## src/rtl/mem_stage_ctrl.sv

```systemverilog
// MEM stage controller: runs the EX/MEM load/store on a valid/ready data bus,
// stalls upstream while busy, resolves branches and holds the MEM/WB register.
module mem_stage_ctrl #(
  parameter int TIMEOUT_CYCLES = 64,
  parameter int CNT_W          = 7
) (
  input  logic        clk,
  input  logic        rst,
  input  logic        Mem_Read_EX_MEM,
  input  logic        Mem_Write_EX_MEM,
  input  logic        PcSrc_EX_MEM,
  input  logic        zero_EX_MEM,
  input  logic        Mem_to_Reg_EX_MEM,
  input  logic        Reg_Write_EX_MEM,
  input  logic [31:0] PC_Branch_EX_MEM,
  input  logic [31:0] result_EX_MEM,
  input  logic [31:0] Write_Data_EX_MEM,
  input  logic [4:0]  rd_EX_MEM,
  output logic        dmem_req_valid,
  input  logic        dmem_req_ready,
  output logic        dmem_we,
  output logic [31:0] dmem_addr,
  output logic [31:0] dmem_wdata,
  input  logic        dmem_rsp_valid,
  input  logic [31:0] dmem_rdata,
  output logic        stall_mem,
  output logic        branch_taken,
  output logic [31:0] branch_target,
  output logic        Reg_Write_MEM_WB,
  output logic        Mem_to_Reg_MEM_WB,
  output logic [31:0] read_data_MEM_WB,
  output logic [31:0] result_MEM_WB,
  output logic [4:0]  rd_MEM_WB,
  output logic        mem_fault
);
  typedef enum logic [1:0] {IDLE, REQ, WAIT, DONE} state_t;

  state_t           state, state_nxt;
  logic [CNT_W-1:0] cnt;
  logic             fault;
  logic [31:0]      rdata_cap;
  logic             mem_op, misaligned, timeout, in_done;

  assign mem_op        = Mem_Read_EX_MEM | Mem_Write_EX_MEM;
  assign misaligned    = |result_EX_MEM[1:0];
  assign timeout       = (cnt == CNT_W'(TIMEOUT_CYCLES - 1));
  assign in_done       = (state == DONE);
  assign mem_fault     = in_done & fault;
  assign branch_taken  = PcSrc_EX_MEM & zero_EX_MEM;
  assign branch_target = PC_Branch_EX_MEM;

  always_comb begin
    state_nxt      = state;
    stall_mem      = 1'b0;
    dmem_req_valid = 1'b0;
    dmem_we        = 1'b0;
    dmem_addr      = '0;
    dmem_wdata     = '0;
    case (state)
      IDLE: if (mem_op) begin
        stall_mem = 1'b1;
        state_nxt = misaligned ? DONE : REQ;
      end
      REQ: begin
        stall_mem      = 1'b1;
        dmem_req_valid = 1'b1;
        dmem_we        = Mem_Write_EX_MEM;
        dmem_addr      = result_EX_MEM;
        dmem_wdata     = Write_Data_EX_MEM;
        // stores are posted: no response phase
        if (dmem_req_ready) state_nxt = Mem_Write_EX_MEM ? DONE : WAIT;
      end
      WAIT: begin
        stall_mem = 1'b1;
        if (dmem_rsp_valid || timeout) state_nxt = DONE;
      end
      DONE:    state_nxt = IDLE;
      default: state_nxt = IDLE;
    endcase
  end

  always_ff @(posedge clk) begin
    if (rst) begin
      state             <= IDLE;
      cnt               <= '0;
      fault             <= 1'b0;
      rdata_cap         <= '0;
      Reg_Write_MEM_WB  <= 1'b0;
      Mem_to_Reg_MEM_WB <= 1'b0;
      read_data_MEM_WB  <= '0;
      result_MEM_WB     <= '0;
      rd_MEM_WB         <= '0;
    end else begin
      state <= state_nxt;
      case (state)
        IDLE: if (mem_op) begin
          fault     <= misaligned;
          rdata_cap <= '0;
        end
        REQ:  if (dmem_req_ready) cnt <= '0;
        WAIT: begin
          cnt <= cnt + 1'b1;
          // a response on the last cycle beats the timeout
          if (dmem_rsp_valid) rdata_cap <= dmem_rdata;
          else if (timeout) begin
            rdata_cap <= '0;
            fault     <= 1'b1;
          end
        end
        DONE:    fault <= 1'b0;
        default: ;
      endcase

      if (stall_mem) begin
        Reg_Write_MEM_WB  <= 1'b0;
        Mem_to_Reg_MEM_WB <= 1'b0;
        rd_MEM_WB         <= '0;
        result_MEM_WB     <= '0;
        read_data_MEM_WB  <= '0;
      end else begin
        Reg_Write_MEM_WB  <= Reg_Write_EX_MEM & ~(in_done & fault);
        Mem_to_Reg_MEM_WB <= Mem_to_Reg_EX_MEM;
        rd_MEM_WB         <= rd_EX_MEM;
        result_MEM_WB     <= result_EX_MEM;
        read_data_MEM_WB  <= (in_done && Mem_Read_EX_MEM) ? rdata_cap : '0;
      end
    end
  end
endmodule

```

## config.mk

```make
export PLATFORM = sky130hd
export DESIGN_NAME = mem_stage_ctrl
export DESIGN_NICKNAME = d
export VERILOG_FILES = /design/src/rtl/mem_stage_ctrl.sv
export SDC_FILE = /design/constraint.sdc
export NUM_CORES = 1
export LEC_CHECK = 0
export ABC_AREA = 1
export ABC_CLOCK_PERIOD_IN_PS = 1960
export BUFFER_PORTS_ARGS = -buffer_cell sky130_fd_sc_hd__buf_2
export CORE_MARGIN = 4
export CORE_UTILIZATION = 39
export DETAILED_ROUTE_END_ITERATION = 8
export PLACE_DENSITY = 0.77
export SKIP_LAST_GASP = 1
export SYNTH_ARGS = -nofsm -noshare
export SYNTH_HDL_FRONTEND = slang
export SYNTH_SLANG_ARGS = --single-unit
```

## constraint.sdc

```tcl
create_clock -name clk -period 1.96 [get_ports clk]
set_clock_uncertainty 0.1 [all_clocks]
set_input_delay 0.49 -clock clk [delete_from_list [all_inputs] [get_ports clk]]
set_output_delay 0.49 -clock clk [all_outputs]
set_load 0.02 [all_outputs]
```

==> flow_results.xml, run 1 <==
<?xml version="1.0" encoding="UTF-8"?>
<metrics>
  <group name="place">
    <metric name="detailed_place.area" unit="um2">6190</metric>
    <metric name="hpwl" unit="mm">11.7</metric>
    <metric name="placement.io_buffers" unit="">250</metric>
    <metric name="routabilityCongestion" unit="">0.935</metric>
  </group>
  <group name="floorplanning">
    <metric name="die-area" unit="um2">14700</metric>
    <metric name="design.core.area" unit="um2">12600</metric>
    <metric name="num_ports" unit="">315</metric>
    <metric name="chipWidth" unit="um">121</metric>
    <metric name="die_height" unit="um">121</metric>
    <metric name="fp-row-count" unit="">41</metric>
    <metric name="initial_utilization" unit="%">39.7</metric>
  </group>
  <group name="sta">
    <metric name="drv_slew" unit="">0</metric>
    <metric name="maxClockFrequency" unit="GHz">0.455</metric>
    <metric name="maxSlewHeadroom" unit="%">75.7</metric>
    <metric name="finalHoldViolCount" unit="">0</metric>
    <metric name="worst_hold_slack_across_all_endpoints" unit="ps">195</metric>
    <metric name="final_ws_setup" unit="ps">-236</metric>
    <metric name="measured_slew_at_the_worst_slew_check_pin" unit="ps">365</metric>
    <metric name="grt_setup_unrepaired" unit="">yes</metric>
    <metric name="layout_min_cycle_time" unit="ps">2200</metric>
    <metric name="period_share" unit="%">112</metric>
    <metric name="setup-violations-final" unit="">67</metric>
  </group>
  <group name="run_status">
    <metric name="failed_checks" unit="">setup timing</metric>
    <metric name="status" unit="">finished with violations</metric>
  </group>
  <group name="detailed_routing">
    <metric name="ant_nets" unit="">0</metric>
    <metric name="detail_route.first_pass.iterations" unit="">5</metric>
    <metric name="routed_wl" unit="mm">17.7</metric>
    <metric name="detailedRoute.firstIterationViolations" unit="">381</metric>
    <metric name="drc" unit="">0</metric>
    <metric name="detailroute.via_count" unit="">5179</metric>
    <metric name="vias_per_std_cell" unit="">4.46</metric>
    <metric name="avg_wl_per_cell" unit="um">15.3</metric>
  </group>
  <group name="global_route">
    <metric name="initial_antenna_violation_count" unit="">1</metric>
    <metric name="grt_util_all_layers" unit="%">21.0</metric>
    <metric name="number_of_global_route_vias_before_repair" unit="">4430</metric>
    <metric name="grt_overflow_total" unit="">0</metric>
    <metric name="grt_start_max_net_pins" unit="">40</metric>
    <metric name="grt_pass1_wl" unit="mm">23.7</metric>
  </group>
  <group name="synthesis">
    <metric name="combinational_family_with_the_most_area_after_synthesis" unit="">simple AND/OR/NAND/NOR gates</metric>
    <metric name="post_synth_inst_count" unit="">744</metric>
    <metric name="synthFlopType" unit="">sky130_fd_sc_hd__dfxtp_1</metric>
    <metric name="synth-edff-count" unit="">0</metric>
    <metric name="post_synth_and_or_nand_nor_area_fraction" unit="%">29.0</metric>
    <metric name="synth-xor-area-share" unit="%">0.175</metric>
    <metric name="synth.distinct_cells" unit="">25</metric>
    <metric name="synthesized_netlist_net_count" unit="">894</metric>
    <metric name="synth_seq_cells" unit="">113</metric>
    <metric name="yosys_warning_total" unit="">0</metric>
    <metric name="synth_sequential_area_ratio" unit="%">45.2</metric>
    <metric name="post_synth_fa_ha_maj_area_fraction" unit="%">1.75</metric>
    <metric name="share_of_synthesized_flip_flops_with_an_asynchronous_set_or_reset" unit="%">0</metric>
    <metric name="synth_area" unit="um2">5010</metric>
    <metric name="syn-mean-instance-area" unit="um2">6.73</metric>
    <metric name="synthMuxAreaShare" unit="%">0</metric>
    <metric name="synth_compound_area_share" unit="%">1.55</metric>
  </group>
  <group name="critical_path">
    <metric name="cp-start-kind" unit="">flip-flop</metric>
    <metric name="worstRegToRegCells" unit="">11</metric>
    <metric name="critical_path_required" unit="ps">1370</metric>
    <metric name="criticalPathCategory" unit="">reg2out</metric>
    <metric name="worstPathArrival" unit="ps">1610</metric>
    <metric name="worstSetupEndpointType" unit="">output pin</metric>
    <metric name="path_max_fanout" unit="">8</metric>
    <metric name="rrSetupSlack" unit="ps">120</metric>
  </group>
  <group name="clocking">
    <metric name="cts_htree_levels" unit="">4</metric>
    <metric name="cts_tree" unit="">yes</metric>
    <metric name="cts_root_buf" unit="">sky130_fd_sc_hd__clkbuf_16</metric>
    <metric name="clock_sink_count" unit="">113</metric>
    <metric name="cts.reportedPaths.clkPinSlew" unit="ps">50</metric>
    <metric name="cts_hold_repair.buffers" unit="">0</metric>
    <metric name="clk-insertion-delay-late" unit="ps">400</metric>
    <metric name="clk_path_buf_depth" unit="">2</metric>
    <metric name="cts_made_buffers" unit="">17</metric>
  </group>
  <group name="run">
    <metric name="drv_cap" unit="">0</metric>
  </group>
  <group name="layout">
    <metric name="layout.nets" unit="">1130</metric>
    <metric name="fraction_of_layout_cells_with_a_size_suffix_above_1" unit="%">39.6</metric>
    <metric name="antenna_cells_inserted" unit="">0</metric>
    <metric name="area_delta_synth_final" unit="%">52.3</metric>
    <metric name="design_area" unit="um2">7630</metric>
  </group>
  <group name="power_and_ir_drop">
    <metric name="max-vdd-ir-drop" unit="mV">0.878</metric>
    <metric name="power_density" unit="nW/um2">1520</metric>
    <metric name="power_leakage" unit="nW">4.65</metric>
  </group>
  <group name="min_path">
    <metric name="timing.hold.worst_path_depth" unit="">3</metric>
    <metric name="hold_class" unit="">in2reg</metric>
  </group>
</metrics>
## state kept, by name (all words and copies together) (netlist names)
name               count
Mem_to_Reg_MEM_WB      1
fault                  1
Reg_Write_MEM_WB       1
state                  2
rd_MEM_WB              5
result_MEM_WB         32
read_data_MEM_WB      32
rdata_cap             32
cnt                    7
## cell type report
cell class | instances | area [um2]
clock inverter | 5 | 103
multi-input combinational | 381 | 1890
fill | 1107 | 4990
sequential | 113 | 2270
clock buffer | 23 | 498
tap | 172 | 215
inverter | 187 | 712
timing repair buffer | 280 | 1940
## cells in the mapped netlist, types with 2 or more instances
cell type	count	share of area, %
sky130_fd_sc_hd__dfxtp_1	113	45
sky130_fd_sc_hd__o21ai_0	2	0.20
sky130_fd_sc_hd__buf_4	33	4.9
sky130_fd_sc_hd__nand3_1	4	0.40
sky130_fd_sc_hd__nand4_1	31	3.9
sky130_fd_sc_hd__buf_2	7	0.70
sky130_fd_sc_hd__nand2_1	187	14
sky130_fd_sc_hd__inv_1	183	14
sky130_fd_sc_hd__ha_1	7	1.7
sky130_fd_sc_hd__nor2_1	129	9.7
sky130_fd_sc_hd__nor3_1	2	0.20
sky130_fd_sc_hd__buf_6	6	1.3
sky130_fd_sc_hd__buf_1	6	0.45
sky130_fd_sc_hd__a21oi_1	8	0.80
sky130_fd_sc_hd__inv_2	4	0.30
sky130_fd_sc_hd__clkbuf_1	12	0.90
sky130_fd_sc_hd__nor2_2	2	0.25
## worst max-delay path, stage by stage, from the launching register on
cell	delay [ps]
sky130_fd_sc_hd__dfxtp_4	350
sky130_fd_sc_hd__buf_6	120
sky130_fd_sc_hd__ha_4	160
sky130_fd_sc_hd__buf_12	150
sky130_fd_sc_hd__clkbuf_16	170
sky130_fd_sc_hd__nand2_1	80
sky130_fd_sc_hd__inv_1	50
sky130_fd_sc_hd__buf_6	120
## what timing repair did
item	in CTS	in global routing
endpoints found under the setup margin	74	103
cloned	1	7
setup buffers	3	6
pin swaps	2	18
gates resized for setup	38	177
## layout by cell type, fill, tap and decap left out, types with 21 or more instances in the layout
| master | count |
|---|---|
| sky130_fd_sc_hd__inv_2 | 29 |
| sky130_fd_sc_hd__nand4_1 | 31 |
| sky130_fd_sc_hd__dfxtp_1 | 111 |
| sky130_fd_sc_hd__nor2_1 | 127 |
| sky130_fd_sc_hd__buf_2 | 196 |
| sky130_fd_sc_hd__inv_1 | 155 |
| sky130_fd_sc_hd__nand2_1 | 149 |
| sky130_fd_sc_hd__clkbuf_16 | 21 |
| sky130_fd_sc_hd__buf_4 | 24 |
| sky130_fd_sc_hd__buf_6 | 51 |
## where the power goes
part	internal, mW	total (mW)	switching, mW
registers	2.77	2.95	0.175
logic	2.16	5.53	3.37
clock network	2.13	3.10	0.968
## per-layer routing
layer	part of all wire, %	global-route usage [%]	up-vias
li1	-	-	2557
met1	39	26.0	2331
met2	50	35.0	242
met3	8.3	5.59	47
met4	2.7	7.56	2
met5	0.073	0	-
## through the flow
| stage | utilization, % | setup WS (ps) | setup TNS, ps | instances | total power [mW] |
|---|---|---|---|---|---|
| after floorplan | - | 22.0 | 0 | 744 | 6.06 |
| after detailed placement | 49.0 | 12.8 | 0 | 1116 | 7.14 |
| final | 60.4 | -236 | -13010 | 1161 | 11.6 |
| after global placement | 49.0 | 47.3 | 0 | 1116 | 7.08 |
| after global routing | 60.4 | -285 | -15980 | 1161 | 12.2 |
| after CTS | 55.0 | -213 | -11560 | 1148 | 10.6 |
## kinds of logic after synthesis
family / Yosys count
compound gates: 14
fa+ha+maj: 7
buf+inv: 251
simple gates: 358
xor+xnor: 1
flops: 113
## path summary, 6_finish.rpt
kind	from	end
setup reg to reg	state[0]	cnt[5]
setup / recovery	state[0]	dmem_wdata[15]
hold reg to reg	rdata_cap[14]	read_data_MEM_WB[14]
hold / removal	rd_EX_MEM[2]	rd_MEM_WB[2]
Power figures use the tool's default switching activity.
==> inputs of run 2 (changes only) <==
==> config.mk (replaced) <==
export PLATFORM = sky130hd
export DESIGN_NAME = mem_stage_ctrl
export DESIGN_NICKNAME = d
export VERILOG_FILES = /design/src/rtl/mem_stage_ctrl.sv
export SDC_FILE = /design/constraint.sdc
export NUM_CORES = 1
export LEC_CHECK = 0
export ABC_AREA = 0
export ABC_CLOCK_PERIOD_IN_PS = 1960
export CORE_AREA = 4 4 120 122
export DETAILED_ROUTE_END_ITERATION = 8
export DIE_AREA = 0 0 124 126
export DONT_BUFFER_PORTS = 1
export SKIP_LAST_GASP = 1
export SYNTH_ARGS = -nofsm -noshare
export SYNTH_HDL_FRONTEND = slang
export SYNTH_SLANG_ARGS = --single-unit
==> run 2 against run 1 <==
Net effect:
- the flow still finishes with violations (setup timing)
- setup slack improved by 55 ps
- register-to-register slack barely moved
- count of clock-buffer cells in the layout fell by 1
- die area rose by 6.1%
- non-clock buffer count fell by 245
- synthesized cell count fell by 36%
- flip-flop and latch count did not move
- core utilization fell by 17 points
- critical path depth fell by 2
- critical path type unchanged
==> flow_results.xml, run 2 <==
<?xml version="1.0" encoding="UTF-8"?>
<metrics>
  <group name="clocking">
    <metric name="cts_made_buffers" unit="">17</metric>
    <metric name="clock_sink_count" unit="">113</metric>
    <metric name="cts_tree" unit="">yes</metric>
    <metric name="cts_root_buf" unit="">sky130_fd_sc_hd__clkbuf_16</metric>
    <metric name="clk_path_buf_depth" unit="">2</metric>
    <metric name="cts_htree_levels" unit="">4</metric>
    <metric name="clk-insertion-delay-late" unit="ps">410</metric>
    <metric name="cts_hold_repair.buffers" unit="">0</metric>
    <metric name="cts.reportedPaths.clkPinSlew" unit="ps">50</metric>
  </group>
  <group name="layout">
    <metric name="layout.cells.most_common" unit="">sky130_fd_sc_hd__dfxtp_1</metric>
    <metric name="utilization" unit="%">43.8</metric>
    <metric name="largestRegisters" unit="">rdata_cap: 32 flops, read_data_MEM_WB: 32 flops, result_MEM_WB: 32 flops</metric>
    <metric name="antenna_cells_inserted" unit="">0</metric>
    <metric name="layout.nets" unit="">619</metric>
    <metric name="layout_common_cells" unit="">sky130_fd_sc_hd__dfxtp_1 (111), sky130_fd_sc_hd__and2_1 (71), sky130_fd_sc_hd__and2_4 (66), sky130_fd_sc_hd__nand2_1 (40), sky130_fd_sc_hd__nand2b_1 (34)</metric>
    <metric name="fraction_of_layout_cells_with_a_size_suffix_above_1" unit="%">30.8</metric>
    <metric name="area_delta_synth_final" unit="%">25.4</metric>
  </group>
  <group name="critical_path">
    <metric name="rrSetupSlack" unit="ps">110</metric>
    <metric name="slowest_stage_cell_on_the_critical_path" unit="">sky130_fd_sc_hd__dfxtp_4</metric>
    <metric name="crit-reg2reg-capture" unit="">state[0]</metric>
    <metric name="criticalPathCategory" unit="">reg2out</metric>
    <metric name="worstRegToRegCells" unit="">8</metric>
    <metric name="worst_setup_path_startpoint" unit="">state[1]</metric>
    <metric name="worstSetupEndpointType" unit="">output pin</metric>
    <metric name="path_max_fanout" unit="">15</metric>
    <metric name="critical_path_buf_inv_count" unit="">3</metric>
    <metric name="r2r_path_start" unit="">state[1]</metric>
    <metric name="critical_path_required" unit="ps">1370</metric>
    <metric name="worstPathArrival" unit="ps">1550</metric>
    <metric name="timing.critical_path.cells" unit="">inv_4 &gt; ha_4 &gt; buf_6 &gt; clkbuf_16 &gt; and2_4</metric>
    <metric name="crit_path_max_incr_delay" unit="ps">350</metric>
    <metric name="cp-start-kind" unit="">flip-flop</metric>
    <metric name="cp_top_family" unit="">buffers and inverters</metric>
  </group>
  <group name="detailed_routing">
    <metric name="detailroute.via_count" unit="">3192</metric>
    <metric name="vias_per_std_cell" unit="">4.86</metric>
    <metric name="detail_route.first_pass.iterations" unit="">4</metric>
    <metric name="drc" unit="">0</metric>
    <metric name="routed_wl" unit="mm">15.6</metric>
    <metric name="detailedRoute.firstIterationViolations" unit="">130</metric>
    <metric name="avg_wl_per_cell" unit="um">23.8</metric>
    <metric name="ant_nets" unit="">0</metric>
  </group>
  <group name="place">
    <metric name="hpwl" unit="mm">11.4</metric>
    <metric name="routabilityCongestion" unit="">0.827</metric>
    <metric name="placement.io_buffers" unit="">0</metric>
  </group>
  <group name="synthesis">
    <metric name="synthFlopType" unit="">sky130_fd_sc_hd__dfxtp_1</metric>
    <metric name="synthesized_netlist_net_count" unit="">623</metric>
    <metric name="synth_area" unit="um2">4610</metric>
    <metric name="synth-edff-count" unit="">0</metric>
    <metric name="share_of_synthesized_flip_flops_with_an_asynchronous_set_or_reset" unit="%">0</metric>
    <metric name="netlist.area_leader.share" unit="%">49.0</metric>
    <metric name="synth_seq_cells" unit="">113</metric>
    <metric name="yosys_warning_total" unit="">0</metric>
    <metric name="synth.cells.most_frequent" unit="">sky130_fd_sc_hd__and2_1 (137), sky130_fd_sc_hd__dfxtp_1 (113), sky130_fd_sc_hd__nand2_1 (40)</metric>
    <metric name="synth.largest_area_cell" unit="">sky130_fd_sc_hd__dfxtp_1</metric>
    <metric name="yosys.cell_count.top_type" unit="">sky130_fd_sc_hd__and2_1</metric>
    <metric name="syn-mean-instance-area" unit="um2">9.75</metric>
    <metric name="synth.distinct_cells" unit="">35</metric>
    <metric name="synth_sequential_area_ratio" unit="%">49.0</metric>
    <metric name="post_synth_inst_count" unit="">473</metric>
    <metric name="netlist_top_cells_area" unit="">sky130_fd_sc_hd__dfxtp_1 (49%), sky130_fd_sc_hd__and2_1 (19%), sky130_fd_sc_hd__mux2i_1 (7.2%), sky130_fd_sc_hd__buf_4 (5.2%), sky130_fd_sc_hd__nand2b_1 (4.6%)</metric>
  </group>
  <group name="power_and_ir_drop">
    <metric name="power_density" unit="nW/um2">1640</metric>
    <metric name="max-vdd-ir-drop" unit="mV">0.619</metric>
    <metric name="power_leakage" unit="nW">2.34</metric>
  </group>
  <group name="sta">
    <metric name="maxSlewHeadroom" unit="%">76.1</metric>
    <metric name="period_share" unit="%">109</metric>
    <metric name="worst_hold_slack_across_all_endpoints" unit="ps">60.1</metric>
    <metric name="finalHoldViolCount" unit="">0</metric>
    <metric name="setup-violations-final" unit="">66</metric>
    <metric name="drv_slew" unit="">0</metric>
    <metric name="final_ws_setup" unit="ps">-181</metric>
    <metric name="maxClockFrequency" unit="GHz">0.467</metric>
    <metric name="measured_slew_at_the_worst_slew_check_pin" unit="ps">355</metric>
    <metric name="grt_setup_unrepaired" unit="">yes</metric>
    <metric name="layout_min_cycle_time" unit="ps">2140</metric>
  </group>
  <group name="floorplanning">
    <metric name="initial_utilization" unit="%">35.0</metric>
    <metric name="num_ports" unit="">315</metric>
    <metric name="design.core.area" unit="um2">13200</metric>
    <metric name="fp-row-count" unit="">42</metric>
    <metric name="die_height" unit="um">126</metric>
    <metric name="die-area" unit="um2">15600</metric>
    <metric name="chipWidth" unit="um">124</metric>
  </group>
  <group name="min_path">
    <metric name="timing.hold.worst_path_depth" unit="">1</metric>
    <metric name="hold_class" unit="">in2reg</metric>
    <metric name="hold_start" unit="">rst</metric>
    <metric name="hold_end" unit="">cnt[6]</metric>
  </group>
  <group name="global_route">
    <metric name="grt_overflow_total" unit="">0</metric>
    <metric name="grt_pass1_wl" unit="mm">22.0</metric>
    <metric name="grt_start_max_net_pins" unit="">46</metric>
    <metric name="grt_util_all_layers" unit="%">19.7</metric>
    <metric name="initial_antenna_violation_count" unit="">1</metric>
    <metric name="number_of_global_route_vias_before_repair" unit="">3301</metric>
  </group>
  <group name="run_status">
    <metric name="failed_checks" unit="">setup timing</metric>
    <metric name="status" unit="">finished with violations</metric>
  </group>
  <group name="run">
    <metric name="drv_cap" unit="">0</metric>
  </group>
</metrics>
## run 2: cell types whose count changed after synthesis, sizes merged, moves of 31 or more
cell	previous run	this run
and2	0	137
inv	187	4
nand4	31	0
nor2	131	8
mux2i	0	33
nand2b	0	34
nand2	188	40
## run 2: cells by family after synthesis
kind of cell | Yosys count | synth area share, %
buffers and inverters | 62 | 8.16
AOI/OAI and AO/OA | 25 | 4.42
muxes | 33 | 7.16
xor gates and xnor gates | 2 | 0.380
and+or+nand+nor | 231 | 28.9
DFF | 113 | 49.0
adders and majority gates | 7 | 1.90
## run 2: worst max path at each step
stage                    endpoint  cells after the start
floorplan            dmem_addr[0]                      5
global placement        stall_mem                      5
detailed placement      stall_mem                      5
CTS                 dmem_wdata[6]                      6
global route         dmem_addr[2]                      5
finish               dmem_addr[4]                      5
## run 2: final cells by class
cell class | instances | area, um2
inverter | 4 | 17.5
clock inverter | 9 | 108
multi-input combinational | 298 | 2190
tap | 176 | 220
clock buffer | 22 | 474
sequential | 113 | 2270
timing repair buffer | 35 | 499
fill | 1241 | 7410
## run 2: worst register-to-register path: stages, from the launching register on
cell and delay (ps):
sky130_fd_sc_hd__dfxtp_4 360, sky130_fd_sc_hd__inv_4 50, sky130_fd_sc_hd__ha_4 190, sky130_fd_sc_hd__buf_12 140, sky130_fd_sc_hd__buf_6 110, sky130_fd_sc_hd__and2_4 140
sky130_fd_sc_hd__a2111oi_1 390, sky130_fd_sc_hd__a31o_2 200, sky130_fd_sc_hd__a21oi_1 40
## run 2: timing repair
action / in CTS / in global routing
pin swaps: 22 / 15
hold endpoints to repair: 0 / 0
setup endpoints to repair: 68 / 97
gates resized for setup: 90 / 7
setup buffers: 12 / 2
cloned: 5 / 1
## run 2: layer usage
metal | track usage, % | vias to the layer above | part of all wire, % | wire [um]
met5 | 0 | - | 0 | 0
met4 | 10.8 | 0 | 4.0 | 622
met3 | 6.37 | 55 | 8.2 | 1280
met2 | 36.4 | 152 | 56 | 8720
met1 | 19.0 | 1519 | 32 | 5020
li1 | - | 1466 | - | -
## run 2: metrics by stage
stage / setup slack (ps) / instances / power, mW / cell area, um2 / setup TNS (ps)
2_1_floorplan: -25.5 / 473 / 5.04 / 4690 / -25.5
3_3_place_gp: 67.8 / 610 / 5.57 / 4790 / 0
3_5_place_dp: 6.61 / 610 / 5.63 / 4790 / 0
4_1_cts: -203 / 657 / 9.56 / 5800 / -10980
5_1_grt: -229 / 657 / 9.86 / 5780 / -12350
6_report: -181 / 657 / 9.46 / 5780 / -9280
## run 2: where the power goes
group          switching [mW]  internal [mW]
sequential              0.478           2.63
combinational            1.71           1.67
clock                    1.02           1.96
==> inputs of run 3 (changes only) <==
==> constraint.sdc (replaced) <==
create_clock -name clk -period 1.96 [get_ports clk]
set_clock_uncertainty 0.1 [all_clocks]
set_input_delay 0.294 -clock clk [delete_from_list [all_inputs] [get_ports clk]]
set_output_delay 0.294 -clock clk [all_outputs]
set_load 0.02 [all_outputs]
==> run 3 against run 2 <==
Net effect:
- the flow still finishes with violations (setup timing)
- setup slack gained 140 ps
- first-iteration DRC count fell by 3.1%
- power grew 1.2%
- clock power increased by 5%
- die area unchanged
- combinational power barely moved
- core utilization grew 5.5 points
- global-route usage decreased by 1.3 points
- sequential power hardly changed
- register-to-register slack worse by 130 ps
- sequential share of layout area shrank 4.4 points
- critical endpoint is now dmem_wdata[23]
- largest cell class unchanged
- largest power group unchanged
==> flow_results.xml, run 3 (synthesis gave the netlist of run 2 again) <==
<?xml version="1.0" encoding="UTF-8"?>
<metrics>
  <group name="detailed_routing">
    <metric name="detailroute.via_count" unit="">3450</metric>
    <metric name="avg_wl_per_cell" unit="um">20.8</metric>
    <metric name="drc" unit="">0</metric>
    <metric name="vias_per_std_cell" unit="">4.70</metric>
    <metric name="met1Wirelength" unit="mm">5.31</metric>
    <metric name="detailedRoute.firstIterationViolations" unit="">126</metric>
    <metric name="routed_wl" unit="mm">15.2</metric>
    <metric name="met2WireLength" unit="mm">8.18</metric>
    <metric name="ant_nets" unit="">0</metric>
    <metric name="route.top_layer_used" unit="">met5</metric>
    <metric name="detailroute.wirelength.met3" unit="mm">1.28</metric>
    <metric name="detail_route.first_pass.iterations" unit="">4</metric>
  </group>
  <group name="layout">
    <metric name="largestRegisters" unit="">rdata_cap: 32 flops, read_data_MEM_WB: 32 flops, result_MEM_WB: 32 flops</metric>
    <metric name="area_delta_synth_final" unit="%">41.0</metric>
    <metric name="layout_common_cells" unit="">sky130_fd_sc_hd__dfxtp_1 (111), sky130_fd_sc_hd__and2_1 (73), sky130_fd_sc_hd__dlygate4sd3_1 (71), sky130_fd_sc_hd__and2_4 (53), sky130_fd_sc_hd__nand2_1 (40)</metric>
    <metric name="fraction_of_layout_cells_with_a_size_suffix_above_1" unit="%">27.8</metric>
    <metric name="layout.nets" unit="">694</metric>
    <metric name="layout.cells.most_common" unit="">sky130_fd_sc_hd__dfxtp_1</metric>
    <metric name="layout.cells.non_filler" unit="">734</metric>
  </group>
  <group name="power_and_ir_drop">
    <metric name="max-vdd-ir-drop" unit="mV">0.754</metric>
    <metric name="power_density" unit="nW/um2">1470</metric>
    <metric name="power_leakage" unit="nW">2.65</metric>
    <metric name="post-layout-total-power" unit="mW">9.57</metric>
  </group>
  <group name="clocking">
    <metric name="cts_tree" unit="">yes</metric>
    <metric name="clock_sink_count" unit="">113</metric>
    <metric name="cts_made_buffers" unit="">17</metric>
    <metric name="clk-insertion-delay-late" unit="ps">410</metric>
    <metric name="clk_path_buf_depth" unit="">2</metric>
    <metric name="cts_root_buf" unit="">sky130_fd_sc_hd__clkbuf_16</metric>
    <metric name="cts.reportedPaths.clkPinSlew" unit="ps">50</metric>
    <metric name="cts_htree_levels" unit="">4</metric>
  </group>
  <group name="critical_path">
    <metric name="crit-reg2reg-capture" unit="">cnt[3]</metric>
    <metric name="worstSetupEndpointType" unit="">output pin</metric>
    <metric name="path_max_fanout" unit="">5</metric>
    <metric name="rrSetupSlack" unit="ps">-20</metric>
    <metric name="criticalPathCategory" unit="">reg2out</metric>
    <metric name="r2r_path_start" unit="">state[1]</metric>
    <metric name="worstRegToRegCells" unit="">10</metric>
    <metric name="worstPathArrival" unit="ps">1600</metric>
    <metric name="critical_path_required" unit="ps">1570</metric>
    <metric name="cp-start-kind" unit="">flip-flop</metric>
  </group>
  <group name="sta">
    <metric name="maxSlewHeadroom" unit="%">71.6</metric>
    <metric name="final_ws_setup" unit="ps">-38.2</metric>
    <metric name="period_share" unit="%">102</metric>
    <metric name="setup-violations-final" unit="">17</metric>
    <metric name="maxClockFrequency" unit="GHz">0.500</metric>
    <metric name="layout_min_cycle_time" unit="ps">2000</metric>
    <metric name="drv_slew" unit="">0</metric>
    <metric name="measured_slew_at_the_worst_slew_check_pin" unit="ps">424</metric>
    <metric name="finalSetupTns" unit="ps">-343</metric>
    <metric name="grt_setup_unrepaired" unit="">yes</metric>
    <metric name="finalHoldViolCount" unit="">0</metric>
  </group>
  <group name="floorplanning">
    <metric name="num_ports" unit="">315</metric>
    <metric name="die_height" unit="um">126</metric>
    <metric name="design.core.area" unit="um2">13200</metric>
    <metric name="fp-row-count" unit="">42</metric>
    <metric name="chipWidth" unit="um">124</metric>
    <metric name="initial_utilization" unit="%">35.0</metric>
    <metric name="die-area" unit="um2">15600</metric>
  </group>
  <group name="run_status">
    <metric name="status" unit="">finished with violations</metric>
    <metric name="failed_checks" unit="">setup timing</metric>
  </group>
  <group name="place">
    <metric name="placement.io_buffers" unit="">0</metric>
    <metric name="routabilityCongestion" unit="">0.783</metric>
    <metric name="hpwl" unit="mm">10.3</metric>
    <metric name="post-place-ws" unit="ps">-19.4</metric>
    <metric name="place_inst" unit="">618</metric>
  </group>
  <group name="global_route">
    <metric name="grt_pass1_wl" unit="mm">21.3</metric>
    <metric name="grt_util_all_layers" unit="%">18.4</metric>
    <metric name="grt_start_max_net_pins" unit="">41</metric>
    <metric name="number_of_global_route_vias_before_repair" unit="">3622</metric>
    <metric name="grt_overflow_total" unit="">0</metric>
    <metric name="initial_antenna_violation_count" unit="">2</metric>
  </group>
  <group name="min_path">
    <metric name="hold_end" unit="">cnt[3]</metric>
    <metric name="hold_class" unit="">in2reg</metric>
    <metric name="timing.hold.worst_path_depth" unit="">2</metric>
    <metric name="hold_start" unit="">rst</metric>
  </group>
  <group name="run">
    <metric name="drv_cap" unit="">0</metric>
  </group>
</metrics>
## run 3: changes by cell type in the layout (fill, tap and decap cells not counted), sizes merged
cell / change
diode: +1
clkdlybuf4s15: +1
clkinvlp: +2
buf: +1
inv: +1
bufinv: +1
dlygate4sd3: +71
clkbuf: -1
## run 3: cell type report
cell class	count	area [um2]
Fill cell	1186	6690
Sequential cell	113	2260
Multi-Input combinational cell	298	2200
Timing Repair Buffer	110	1200
Clock buffer	19	443
Tap cell	176	220
Clock inverter	13	161
Inverter	4	15.0
Antenna cell	1	2.50
## run 3: worst max-delay path by stage
stage          startpoint              endpoint  cells past startpoint
2_1_floorplan    state[1]     Mem_to_Reg_MEM_WB                      8
3_3_place_gp     state[0]  read_data_MEM_WB[26]                      7
3_5_place_dp     state[0]  read_data_MEM_WB[13]                      7
4_1_cts          state[1]        dmem_wdata[25]                      6
5_1_grt          state[1]         dmem_wdata[3]                      6
6_report         state[1]        dmem_wdata[23]                      7
## run 3: metrics by stage
| stage | utilization (%) | hold slack [ps] | area (um2) |
|---|---|---|---|
| final | 49.3 | 9.79 | 6500 |
| after global routing | 49.3 | -3.29 | 6500 |
| after detailed placement | 36.1 | 278 | 4770 |
| after floorplan | - | 316 | 4620 |
| after global placement | 36.1 | 274 | 4770 |
| after CTS | 46.9 | 12.3 | 6190 |
## run 3: where the power goes
group          internal (mW)  leakage, nW  switching (mW)
sequential              2.63        0.917           0.460
combinational           1.61         1.45            1.75
clock                   2.03        0.285            1.10
## run 3: repair_timing
item	CTS	global route
gates resized for setup	61	78
pin swaps	0	24
endpoints found under the hold margin	75	0
cloned	0	5
hold buffers	72	0
setup buffers	0	6
endpoints found under the setup margin	89	105
## run 3: routing by layer
layer,up-vias,track usage [%]
met5,-,0
met4,2,8.25
met3,51,7.62
met2,149,33.5
met1,1627,17.8
li1,1621,-
## run 3: critical path, cell delays in order, from the launching register on
cell                        delay [ps]
sky130_fd_sc_hd__dfxtp_2           330
sky130_fd_sc_hd__inv_2              40
sky130_fd_sc_hd__buf_6             110
sky130_fd_sc_hd__ha_4              160
sky130_fd_sc_hd__buf_12            140
sky130_fd_sc_hd__clkbuf_16         160
sky130_fd_sc_hd__and2_4            130
sky130_fd_sc_hd__buf_6             130
